==> src/rtl/ftdi_tx_mass_pkg.sv <==
// Shared types and helpers for the command-driven bulk TX generator.
package ftdi_tx_mass_pkg;

  // Pattern modes carried in bits [1:0] of the command mode byte.
  typedef enum logic [1:0] {
    MODE_INC   = 2'd0,
    MODE_DEC   = 2'd1,
    MODE_CONST = 2'd2,
    MODE_RSVD  = 2'd3
  } mode_e;

  typedef enum logic {
    S_HDR = 1'b0,
    S_GEN = 1'b1
  } state_e;

  // Widest beat (TX_EW=4) and widest length field (LEN_BYTES=8).
  localparam int MAX_BW = 16;
  localparam int MAX_LW = 64;

  // Command frame is one mode byte followed by the length field.
  function automatic int cmd_bytes(input int len_bytes);
    return 1 + len_bytes;
  endfunction

  // Byte enables for a beat of bw lanes with rem bytes still to send:
  // all lanes when rem >= bw, otherwise the low rem lanes.
  function automatic logic [MAX_BW-1:0] keep_mask(input logic [MAX_LW-1:0] rem,
                                                 input int unsigned      bw);
    logic [MAX_BW-1:0] m;
    m = '0;
    for (int unsigned k = 0; k < MAX_BW; k++) begin
      if ((k < bw) && (64'(k) < rem)) m[k] = 1'b1;
    end
    return m;
  endfunction

endpackage

==> src/rtl/ftdi_tx_pattern_beat.sv <==
// Combinational content of one TX beat: data per lane, byte enables, last flag.
module ftdi_tx_pattern_beat
  import ftdi_tx_mass_pkg::*;
#(
  parameter int         TX_EW      = 2,
  parameter int         LEN_BYTES  = 4,
  parameter logic [7:0] CONST_BYTE = 8'h5A
) (
  input  logic [1:0]                    mode,
  input  logic [8*LEN_BYTES-1:0]        base,
  input  logic [8*LEN_BYTES-1:0]        rem,
  output logic [8*(1<<TX_EW)-1:0]       tdata,
  output logic [(1<<TX_EW)-1:0]         tkeep,
  output logic                          tlast
);

  localparam int BW = 1 << TX_EW;
  localparam int LW = 8 * LEN_BYTES;

  assign tkeep = BW'(keep_mask(MAX_LW'(rem), BW));
  assign tlast = (rem <= LW'(BW));

  for (genvar k = 0; k < BW; k++) begin : g_lane
    logic [7:0] idx;
    logic [7:0] val;

    // Byte index wraps mod 256, so only the low byte of base+k matters.
    assign idx = 8'(base + LW'(k));

    // Lane value by pattern mode; the reserved mode falls back to incrementing.
    always_comb begin
      case (mode)
        MODE_DEC:   val = ~idx;
        MODE_CONST: val = CONST_BYTE;
        default:    val = idx;
      endcase
    end

    assign tdata[8*k +: 8] = tkeep[k] ? val : 8'h00;
  end

endmodule

==> src/rtl/ftdi_tx_mass_gen.sv <==
// Bulk TX traffic generator: parses a mode+length command from the RX byte
// stream and emits that many pattern bytes as registered AXI-stream beats.
module ftdi_tx_mass_gen
  import ftdi_tx_mass_pkg::*;
#(
  parameter int         TX_EW      = 2,
  parameter int         LEN_BYTES  = 4,
  parameter logic [7:0] CONST_BYTE = 8'h5A
) (
  input  logic                        clk,
  input  logic                        rstn,
  output logic                        rx_tready,
  input  logic                        rx_tvalid,
  input  logic [7:0]                  rx_tdata,
  input  logic                        tx_tready,
  output logic                        tx_tvalid,
  output logic [8*(1<<TX_EW)-1:0]     tx_tdata,
  output logic [(1<<TX_EW)-1:0]       tx_tkeep,
  output logic                        tx_tlast,
  output logic                        busy,
  output logic [15:0]                 cmd_cnt,
  output logic                        err
);

  localparam int BW        = 1 << TX_EW;
  localparam int LW        = 8 * LEN_BYTES;
  localparam int CMD_BYTES = cmd_bytes(LEN_BYTES);
  localparam int HDR_LAST  = CMD_BYTES - 1;

  state_e          state, next_state;
  logic [3:0]      hdr_idx;
  logic [1:0]      mode_q;
  logic [LW-1:0]   len_acc;
  logic [LW-1:0]   len_full;
  logic [LW-1:0]   i_p0;
  logic [LW-1:0]   rem_p0;
  logic [LW-1:0]   pat_base;
  logic [LW-1:0]   pat_rem;
  logic            hdr_fire;
  logic            hdr_last;
  logic            tx_fire;
  logic [8*BW-1:0] pat_tdata;
  logic [BW-1:0]   pat_tkeep;
  logic            pat_tlast;

  assign rx_tready = (state == S_HDR);
  assign busy      = (state == S_GEN);

  // Full length value, merging the byte arriving now as the final header byte.
  always_comb begin
    len_full = len_acc;
    for (int j = 0; j < LEN_BYTES; j++) begin
      if (hdr_idx == 4'(j + 1)) len_full[8*j +: 8] = rx_tdata;
    end
  end

  // Next state, handshakes and the beat to load next (first beat or successor).
  always_comb begin
    next_state = state;
    hdr_fire   = rx_tvalid && (state == S_HDR);
    hdr_last   = hdr_fire && (hdr_idx == 4'(HDR_LAST));
    tx_fire    = tx_tvalid && tx_tready;
    pat_base   = i_p0 + LW'(BW);
    pat_rem    = rem_p0 - LW'(BW);
    case (state)
      S_HDR: begin
        pat_base = '0;
        pat_rem  = len_full;
        if (hdr_last && (len_full != '0)) next_state = S_GEN;
      end
      S_GEN: begin
        if (tx_fire && tx_tlast) next_state = S_HDR;
      end
      default: next_state = S_HDR;
    endcase
  end

  ftdi_tx_pattern_beat #(
    .TX_EW      (TX_EW),
    .LEN_BYTES  (LEN_BYTES),
    .CONST_BYTE (CONST_BYTE)
  ) u_beat (
    .mode  (mode_q),
    .base  (pat_base),
    .rem   (pat_rem),
    .tdata (pat_tdata),
    .tkeep (pat_tkeep),
    .tlast (pat_tlast)
  );

  // State register.
  always_ff @(posedge clk or negedge rstn) begin
    if (!rstn) state <= S_HDR;
    else       state <= next_state;
  end

  // Header index, registered TX beat, command counter and sticky error.
  always_ff @(posedge clk or negedge rstn) begin
    if (!rstn) begin
      hdr_idx   <= '0;
      tx_tvalid <= 1'b0;
      tx_tdata  <= '0;
      tx_tkeep  <= '0;
      tx_tlast  <= 1'b0;
      cmd_cnt   <= '0;
      err       <= 1'b0;
    end else begin
      if (hdr_fire) begin
        if (hdr_last) begin
          hdr_idx <= '0;
          if (mode_q == MODE_RSVD) err <= 1'b1;
          if (len_full == '0) begin
            cmd_cnt <= cmd_cnt + 16'd1;
          end else begin
            tx_tvalid <= 1'b1;
            tx_tdata  <= pat_tdata;
            tx_tkeep  <= pat_tkeep;
            tx_tlast  <= pat_tlast;
          end
        end else begin
          hdr_idx <= hdr_idx + 4'd1;
        end
      end
      if (tx_fire) begin
        if (tx_tlast) begin
          tx_tvalid <= 1'b0;
          tx_tdata  <= '0;
          tx_tkeep  <= '0;
          tx_tlast  <= 1'b0;
          cmd_cnt   <= cmd_cnt + 16'd1;
        end else begin
          tx_tdata  <= pat_tdata;
          tx_tkeep  <= pat_tkeep;
          tx_tlast  <= pat_tlast;
        end
      end
    end
  end

  // Header payload capture and beat position; no reset needed, every
  // command rewrites these before they are used.
  always_ff @(posedge clk) begin
    if (hdr_fire && !hdr_last) begin
      if (hdr_idx == 4'd0) mode_q <= rx_tdata[1:0];
      for (int j = 0; j < LEN_BYTES; j++) begin
        if (hdr_idx == 4'(j + 1)) len_acc[8*j +: 8] <= rx_tdata;
      end
    end
    if (hdr_last) begin
      i_p0   <= '0;
      rem_p0 <= len_full;
    end else if (tx_fire && !tx_tlast) begin
      i_p0   <= i_p0 + LW'(BW);
      rem_p0 <= rem_p0 - LW'(BW);
    end
  end

endmodule

==> config.mk <==
export PLATFORM = sky130hd
export DESIGN_NAME = ftdi_tx_mass_gen
export DESIGN_NICKNAME = d
export VERILOG_FILES = /design/src/rtl/ftdi_tx_mass_pkg.sv /design/src/rtl/ftdi_tx_pattern_beat.sv /design/src/rtl/ftdi_tx_mass_gen.sv
export SDC_FILE = /design/constraint.sdc
export NUM_CORES = 1
export LEC_CHECK = 0
export ABC_AREA = 1
export CORE_MARGIN = 2
export CORE_UTILIZATION = 52
export DETAILED_ROUTE_END_ITERATION = 6
export PLACE_DENSITY = 0.76
export SLEW_MARGIN = 5
export SYNTH_ARGS = -nofsm -noshare
export SYNTH_HDL_FRONTEND = slang
export SYNTH_SLANG_ARGS = --single-unit
==> constraint.sdc <==
create_clock -name clk -period 2.5 [get_ports clk]
set_input_delay 0.375 -clock clk [delete_from_list [all_inputs] [get_ports clk]]
set_output_delay 0.375 -clock clk [all_outputs]
set_load 0.02 [all_outputs]
==> summary.md <==
| Metric | Value |
|---|---|
| Run status | finished, final reports clean |
| Count of routing violations after the opening detailed-route iteration | between 600 and 700 |
| Kind of capture point of the worst setup path | flop |
| Tmin final | 2.48 ns |
| Number of routed nets with antenna violations | 0 |
| Distinct cell type count after synthesis | 40 |
| Total of endpoints with negative setup slack in the final report | 0 |
| Remaining routing DRC violations | 0 |
| Number of buffer cells added on primary ports | ~70 |
| Leading cell type by number of instances after synthesis | nand2_1 |
| DIE AREA | roughly 15000 um^2 |
| Clock latency on the worst-skew pair | 0.43 ns |
| Final hold slack | around 0.11 ns |
| Core box area | 13800 um^2 |
| Num ports | 69 |
| Vias in the first global route | 6343 |
| Endpoint of the lowest-slack register-to-register path | tx_tkeep[0] |
| Total track usage | between 20 and 30% |
| Summed instance area of the synthesized netlist | 7360 um^2 |
| Count of standard-cell rows | between 40 and 50 |
| Post-synthesis cell type with the largest combined area | edfxtp_1 |
| Pwr/cell area | 1100 nW/um^2 |
| Worst-Margin Slew | 0.767 ns |
| CP Data Arrival Time | around 2.9 ns |
| Normalized max-slew margin | 48.9% |
| Clock-pin transition on the worst setup and hold timing paths | roughly 0.060 ns |
| Syn Inst Count | between 900 and 1000 |
| Data required time of the critical path | ~2.9 ns |
| Start of the worst register-to-register path | hdr_idx[0] |
| Post-synth top area share | a little over a quarter |
| Top cell by count, worst path | nand2_1 |
| Met2 global-route usage | 41.9% |
| Cells along the critical path | buf_4, ha_1, nand2_4, buf_8, nand2_1, o21ai_4, nand2_2, nor2_2, nand2_2, nor2_4, nand2_1, nand2_2, nand2_4, inv_8, buf_12, nand2_1, nand2_1 |
| Final-report hold violation count | 0 |
| Wire length of the first global-routing pass | between 30000 and 40000 um |
| Die height | around 120 um |
| Highest-delay cell along the critical path | dfrtp_1 |
| Fraction of met3 tracks used by global routing | under 10% |
| Vias/cell | between 5 and 6 |
| N_diodes | 0 |
| Top_reg_cell synth | edfxtp_1 |
| Crit-path max cell delay | between 0.3 and 0.4 ns |
| Cell-internal power | 6.67 mW |
| Global routing met1 resource utilization | 38.4% |
| Proportion of synthesized chip area in sequential cells | between 40% and 50% |
| Standby leakage power | between 4 and 5 nW |
| Initial standard-cell utilization of the core | a little over half |
| Total half-perimeter wirelength after legalization and detailed placement | around 14000 um |
| Main area contributors after synthesis | edfxtp_1 27%, dfrtp_1 20%, nand2_1 17% |
| R2R depth | 17 |
| Post-detailed-placement cell area | between 8000 and 9000 um^2 |
| Total grt overflow | 0 |
| TritonCTS clock tree | done |
| Final Max Tran Viols | 0 |
| Total of flip-flops plus latches after synthesis | between 100 and 150 |
| Worst reg-to-reg setup slack | between 0.015 and 0.02 ns |
| Unrepaired setup endpoints after global routing | true |
| Worst voltage drop across the vdd grid | roughly 850 uV |
| CP Launch Point | hdr_idx[0] |
| Nets | 1139 |
| Critical path endpoint | tx_tkeep[0] |
| Number of antenna violations at the first check in global routing | 0 |
| Buffer depth of the longest clock path | 2 |
| Total via count after detailed routing | slightly above 7000 |
| Period utilisation layout | 99.2% |
| Net Sw Power | about 4.3 mW |
| Syn-to-layout area delta | 34.6% |
| Number of flops mapped to enable cells by yosys | between 60 and 70 |
| Clock root buffer | clkbuf_16 |
| Layer with the highest usage after global routing | met2 |
| Share of synthesized registers carrying an async set or reset | 45.5% |
| Gp weighted congestion | around 0.94 |
| Worst Hold Class | input port to asynchronous set/reset pin |
| Mean instance size in the synthesized netlist | about 7.7 um^2 |
| Net count after synthesis | 980 |
| Clock Power Share | 24.2% |
| Per-cell routed wire length | ~16 um |
| List of most frequent post-synthesis cells | 334 x nand2_1, 151 x inv_1, 102 x nor2_1 |
| TritonCTS Buffers | 17 |
| WL final | about 22000 um |
| Share of power burned in registers | between 30% and 40% |
| Maximum clock rate | between 0.4 and 0.5 GHz |
| Kind of launch point of the worst setup path | flop |
| Switching power share of the total | between 30% and 40% |
| Post-route non-filler standard cell count | 1308 |
| Pin count of the biggest net entering global routing | 61 |
| CTS H-Tree Depth | 4 |
| Final standard cell area without fillers | approximately 9900 um^2 |
| Largest fanout on the critical path | 15 |
| Clock Skew | 0.0149 ns |
| Category of the critical setup timing path | flop to flop |
| Width of the die | ~120 um |
| Synthesis warning total | 0 |
| Total of max-cap violations | 0 |
| Post-Route Utilization | between 70 and 80% |
| Layout cell share with drive strength beyond 1 | between 10% and 20% |
| Gate power share | ~43% |
| Clock sink total | approximately 130 |
| Total power after layout | between 10 and 15 mW |
| Number of iterations in the first detailed-routing pass | 7 |
| Placed cells | 1248 |
[power by group through the flow]
stage	clock network [mW]	registers [mW]	logic (mW)
after floorplan	0	3.86	1.96
after global placement	0	3.61	3.81
after detailed placement	0	3.61	3.91
after CTS	2.65	3.59	3.99
after global routing	2.76	3.68	5.10
final	2.64	3.62	4.67
[placed cells by master, fill, tap and decap left out, types with 17 or more instances in the layout]
cell type / n
buf_4: 70
clkbuf_16: 18
clkdlybuf4s50_1: 67
dfrtp_1: 58
edfxtp_1: 66
inv_1: 148
nand2_1: 318
nand2_2: 17
nand3_1: 32
nor2_1: 77
nor2_2: 27
o21ai_0: 55
[critical path, delay by kind of cell (launching register included)]
kind,cells,cell delay (ns)
and+or+nand+nor,11,1.17
DFF,1,0.37
adders and majority gates,1,0.22
buffers and inverters,4,0.56
AOI/OAI and AO/OA,1,0.10
[metrics by stage]
step                worst slack [ns]  TNS, ns
floorplan                     0.0912        0
global placement             -0.0557    -1.06
detailed placement            -0.101    -2.41
CTS                          0.00608        0
global route                  -0.113    -3.23
finish                        0.0192        0
[repair_timing]
item,CTS,global route
gates cloned,1,9
setup endpoints to repair,50,52
hold buffers,0,0
pin swaps,3,28
gates resized for setup,14,104
buffers inserted,5,14
[how the worst min path moves through the flow]
stage                     startpoint          end  slack [ns]  cells past startpoint
after global routing            rstn  tx_tdata[3]        0.18                      2
after detailed placement         err          err        0.45                      1
final                           rstn  tx_tdata[3]        0.11                      2
after global placement           err          err        0.44                      1
after CTS                       rstn  tx_tdata[3]        0.12                      2
after floorplan                 rstn         busy        0.08                      0
[layout make-up]
type,instances,area [um^2]
sequential,132,3610
tap,180,225
clock inverter,13,173
clock buffer,18,450
inverter,154,586
timing repair buffer,148,1350
fill,962,3930
multi-input combinational,663,3510
[cell families after synthesis]
logic type	after synthesis	share of synthesized area, %
XOR/XNOR	16	1.90
flip-flops	132	49.0
AND/OR/NAND/NOR	519	29.8
buffers and inverters	172	9.56
AO/OA/AOI/OAI	107	7.86
adder cells (fa/ha/maj)	11	1.87
[metal layers]
layer / vias to the layer above / routed length [um]
met3: 69 / 1990
met1: 3322 / 8820
li1: 3354 / -
met5: - / 0
met2: 373 / 10000
met4: 0 / 700
[sequential cells by signal (all words and copies together) (netlist names), 2 cells and up]
signal,flops
hdr_idx,4
tx_tkeep,4
cmd_cnt,16
mode_q,2
i_p0,6
len_acc,32
rem_p0,32
tx_tdata,32
Note: power is estimated with default switching activity, not from simulation.
